==> config.mk <==
export PLATFORM = sky130hd
export DESIGN_NAME = oled_source_arbiter
export DESIGN_NICKNAME = d
export VERILOG_FILES = /design/src/rtl/oled_source_arbiter.sv
export SDC_FILE = /design/constraint.sdc
export NUM_CORES = 1
export LEC_CHECK = 0
export CAP_MARGIN = 20
export CORE_MARGIN = 4
export CORE_UTILIZATION = 37
export CTS_BUF_LIST = sky130_fd_sc_hd__clkbuf_4 sky130_fd_sc_hd__clkbuf_8
export CTS_CLUSTER_SIZE = 14
export DETAILED_ROUTE_END_ITERATION = 8
export HOLD_SLACK_MARGIN = 0.08
export PLACE_DENSITY = 0.81
export SYNTH_ARGS = -nofsm -noshare
export SYNTH_HDL_FRONTEND = slang
export SYNTH_SLANG_ARGS = --single-unit
==> constraint.sdc <==
create_clock -name clock -period 2.6 [get_ports clock]
set_clock_uncertainty 0.15 [all_clocks]
set_input_delay 0.52 -clock clock [delete_from_list [all_inputs] [get_ports clock]]
set_output_delay 0.52 -clock clock [all_outputs]
set_load 0.01 [all_outputs]
==> src/rtl/oled_source_arbiter.sv <==
// oled_source_arbiter
//   Selects which screen (menu or board) feeds the OLED driver and inserts
//   BLANK_FRAMES full frames of BLANK_COLOR whenever the displayed screen
//   changes. Screen changes are only evaluated on frame_begin pulses.
//
// Ports
//   clock        6.25 MHz OLED pixel clock
//   reset_n      asynchronous active-low reset
//   start        screen request level (0 = menu, 1 = board)
//   frame_begin  one-cycle pulse marking the start of a frame
//   pixel_index  current pixel, 0-6143, row-major over 96x64
//   pix_menu     menu-screen RGB565 pixel for pixel_index
//   pix_board    board-screen RGB565 pixel for pixel_index
//   pixel_data   registered pixel to the OLED driver
//   src_board    1 while the board screen is displayed
//   switching    1 while blank frames are being inserted
//
// Build option
//   OLED_BORDER_EN  when defined, the outer ring of pixels shows BORDER_COLOR
//                   while the board screen is displayed.
module oled_source_arbiter #(
  parameter int unsigned BLANK_FRAMES = 2,
  parameter logic [15:0] BLANK_COLOR  = 16'h0000,
  parameter logic [15:0] BORDER_COLOR = 16'hFFFF
) (
  input  logic        clock,
  input  logic        reset_n,
  input  logic        start,
  input  logic        frame_begin,
  input  logic [12:0] pixel_index,
  input  logic [15:0] pix_menu,
  input  logic [15:0] pix_board,
  output logic [15:0] pixel_data,
  output logic        src_board,
  output logic        switching
);

  typedef enum logic [1:0] {
    MENU           = 2'd0,
    BLANK_TO_BOARD = 2'd1,
    BOARD          = 2'd2,
    BLANK_TO_MENU  = 2'd3
  } state_t;

  localparam logic [3:0]  BLANK_N   = 4'(BLANK_FRAMES);
  localparam logic [12:0] LAST_PIX  = 13'd6143;

  state_t      state, state_nx;
  logic [3:0]  cnt, cnt_nx;
  logic [15:0] pix_nx;
  logic        in_range;
  logic        on_border;

  // Next-state / blank-frame counter. Only frame_begin cycles can move.
  always_comb begin
    state_nx = state;
    cnt_nx   = cnt;
    if (frame_begin) begin
      case (state)
        MENU: begin
          if (start) begin
            if (BLANK_N == 4'd0) begin
              state_nx = BOARD;
            end else begin
              state_nx = BLANK_TO_BOARD;
              cnt_nx   = BLANK_N;
            end
          end
        end
        BLANK_TO_BOARD: begin
          if (start) begin
            // Counter at 1 means the last blank frame has just completed.
            if (cnt <= 4'd1) begin
              state_nx = BOARD;
              cnt_nx   = '0;
            end else begin
              cnt_nx = cnt - 4'd1;
            end
          end else begin
            state_nx = MENU;
            cnt_nx   = '0;
          end
        end
        BOARD: begin
          if (!start) begin
            if (BLANK_N == 4'd0) begin
              state_nx = MENU;
            end else begin
              state_nx = BLANK_TO_MENU;
              cnt_nx   = BLANK_N;
            end
          end
        end
        BLANK_TO_MENU: begin
          if (!start) begin
            if (cnt <= 4'd1) begin
              state_nx = MENU;
              cnt_nx   = '0;
            end else begin
              cnt_nx = cnt - 4'd1;
            end
          end else begin
            state_nx = BOARD;
            cnt_nx   = '0;
          end
        end
      endcase
    end
  end

  assign in_range = (pixel_index <= LAST_PIX);

`ifdef OLED_BORDER_EN
  logic [12:0] col;
  assign col       = pixel_index % 13'd96;
  assign on_border = (col == 13'd0) || (col == 13'd95) ||
                     (pixel_index < 13'd96) || (pixel_index >= 13'd6048);
`else
  assign on_border = 1'b0;
`endif

  // Output pixel follows the state being entered on this edge.
  always_comb begin
    pix_nx = BLANK_COLOR;
    if (in_range) begin
      case (state_nx)
        MENU:    pix_nx = pix_menu;
        BOARD:   pix_nx = on_border ? BORDER_COLOR : pix_board;
        default: pix_nx = BLANK_COLOR;
      endcase
    end
  end

  always_ff @(posedge clock or negedge reset_n) begin
    if (!reset_n) begin
      state      <= MENU;
      cnt        <= '0;
      pixel_data <= 16'h0000;
      src_board  <= 1'b0;
      switching  <= 1'b0;
    end else begin
      state      <= state_nx;
      cnt        <= cnt_nx;
      pixel_data <= pix_nx;
      src_board  <= (state_nx == BOARD);
      switching  <= (state_nx == BLANK_TO_BOARD) || (state_nx == BLANK_TO_MENU);
    end
  end

endmodule

==> impl_metrics.ini <==
[detailed_routing]
routedWlPerCell_um = 15.6
first_pass_iters = 4
drt-initial-drc-count = 18
via_count = 893
route.final.wire_length_um = 2680
via_per_inst = 5.19
drc = 0
drtAntennaViolNets = 0

[cts]
cts_tree = yes
cts.sinks = 23
cts.clk_slew.worst_paths_ns = 0.13
ctsResizeCount = 0
postCtsHoldBufs = 0
cts_max_level = 1
root_buffer = clkbuf_4
postCtsSetupRepairBufs = 0
ctsLongestPathBuffers = 2
cts_buffers = 3
insertion_delay_ns = 0.31

[synthesis]
synth_top_area_frac = 0.546
synth_area_leaders = dfrtp_1 55%, a22o_2 9.5%, a22o_1 5.0%, a32oi_4 2.6%, nand4bb_4 2.6%
synth.largest_area_cell = dfrtp_1
synth_area_um2 = 1050
syn_nets = 134
synth_cell_type_count = 28
syn_inst = 83
yosys_warnings = 0
synth-seq-area-share = 0.546
syn_avg_cell_area_um2 = 12.7
synth_seq_cells = 23

[outcome]
status = finished clean

[floorplanning]
dieArea_um2 = 3770
die_x_um = 61.4
rows = 19
fp.dieH_um = 61.4
core_area_um2 = 2730
initial_core_util = 0.385
ioPinCount = 67

[hold_path]
holdCritPathClass = in2async

[worst_setup_path]
critPathKind = in2reg
cp_cell_sequence = clkdlybuf4s50_1 > nor2b_1 > nand4b_1 > a22oi_2 > a22o_2
cpPeakStageDelay_ns = 0.58
crit_arrival_ns = 2.29
cp-start-kind = input port
slowest_stage = a22oi_2
end_kind = flip-flop
path_max_fanout = 16
cp_data_required_time_ns = 2.72

[final_layout]
nets = 193
area_growth_pct = 58.7
final_common_cell = clkdlybuf4s50_1
utilization = 0.611
n_antenna_cell = 0
fillCellCount = 218
layout.cells.most_common_list = 55 x clkdlybuf4s50_1, 23 x dfrtp_1, 10 x a22o_2
final_layout_size_suffix_gt1_frac = 0.156

[sta]
setup_viol = 0
final.period_utilization = 0.836
max_freq_mhz = 460
final.setup.tns_ns = 0
relSlewSlack = 0.543
rsz0062_at_grt = false
worst_hold_slack_ns = 0.386
hold_violations = 0
final_max_slew_viol_count = 0
fin_ws_ns = 0.426
min_period_ns = 2.17
tightest_slew_ns = 0.686

[power]
vdd_drop_max_mv = 0.697
powerDensity_nw_per_um2 = 897
leakagePower_nw = 0.710

[grt]
grt.overflow.total = 0
grt_pass1_vias = 912
grt_pass1_wl_um = 4070
grt_usage = 0.149
grt_antenna_before_repair = 0
grt_start_max_net_pins = 24

[place]
place_ws_ns = 0.0877
portBuffers = 55
hpwl_um = 2090
gp_congestion = 0.777

[flow_run]
max_cap_viol_count = 0
[worst max-delay path, delay by kind of cell]
| kind | cells | cell delay [ns] |
|---|---|---|
| AOI/OAI and AO/OA | 2 | 0.85 |
| buffers and inverters | 1 | 0.57 |
| and+or+nand+nor | 2 | 0.34 |
[metrics by stage]
step	std cells	instance area, um2	power, mW
6_report	172	1670	1.50
5_1_grt	172	1670	1.60
4_1_cts	172	1670	1.52
3_5_place_dp	168	1640	1.34
3_3_place_gp	168	1640	1.31
2_1_floorplan	83	1050	0.986
[cell usage after synthesis]
master / number
dfrtp_1: 23
a32o_1: 1
inv_1: 5
xor2_1: 1
nand2_2: 1
nor4_1: 2
nor2_2: 1
nand2_1: 4
nand4_1: 1
nand4bb_4: 1
nor3_1: 1
a2bb2oi_1: 1
buf_4: 1
nand4b_1: 1
nand3_1: 2
o21ai_0: 4
buf_6: 2
a22oi_2: 1
nor2b_1: 2
a22o_1: 6
a32oi_4: 1
o31ai_1: 3
a22o_2: 10
nor2_1: 3
ha_1: 2
clkbuf_1: 1
o22ai_1: 1
mux2i_1: 1
[power by group]
| part | internal [mW] | switching (mW) |
|---|---|---|
| clock network | 0.0576 | 0.112 |
| logic | 0.426 | 0.328 |
| registers | 0.487 | 0.0894 |
[sequential cells by signal, summed over array words and instances (netlist names)]
signal,count
pixel_data,16
src_board,1
cnt,4
switching,1
state,1
[final timing paths]
| kind | startpoint | cells past startpoint | slack, ns | endpoint |
|---|---|---|---|---|
| min in group clock | cnt[0]$_DFFE_PN0P_ | 1 | 0.42 | cnt[0]$_DFFE_PN0P_ |
| min reg2reg | cnt[0]$_DFFE_PN0P_ | 1 | 0.42 | cnt[0]$_DFFE_PN0P_ |
| max in group asynchronous | reset_n | 2 | 1.68 | state[1]$_DFF_PN0_ |
| max reg2reg | cnt[0]$_DFFE_PN0P_ | 6 | 0.51 | pixel_data[7]$_DFF_PN0_ |
| min | reset_n | 2 | 0.39 | pixel_data[12]$_DFF_PN0_ |
| max | frame_begin | 5 | 0.43 | pixel_data[7]$_DFF_PN0_ |
[per-layer routing]
| layer | vias to the layer above | GRT usage | part of all wire |
|---|---|---|---|
| li1 | 431 | - | - |
| met3 | 2 | 0.0629 | 0.089 |
| met4 | 0 | 0.0545 | 0.012 |
| met1 | 424 | 0.170 | 0.38 |
| met5 | - | 0 | 0 |
| met2 | 36 | 0.251 | 0.52 |
[logic make-up (layout without fill, tap and decap cells)]
group                    count (synthesis)  count (layout)  synth area share
flip-flops                              23              23             0.546
AND/OR/NAND/NOR                         19              19             0.115
buffers and inverters                    9              67            0.0499
XOR/XNOR                                 1               1           0.00832
multiplexers                             1               1           0.00950
adder cells (fa/ha/maj)                  2               2            0.0237
AO/OA/AOI/OAI                           28              28             0.247
[layout make-up]
class / instances / area, um2 / area share
clock buffers: 3 / 22.5 / 0.0135
clock inverters: 1 / 5.00 / 0.00299
inverters: 5 / 18.8 / 0.0112
multi-input cells: 51 / 425 / 0.254
flip-flops and latches: 23 / 576 / 0.344
well taps: 31 / 38.8 / 0.0232
repair buffers: 58 / 586 / 0.350
No activity file was read; power rests on OpenSTA's default activity.
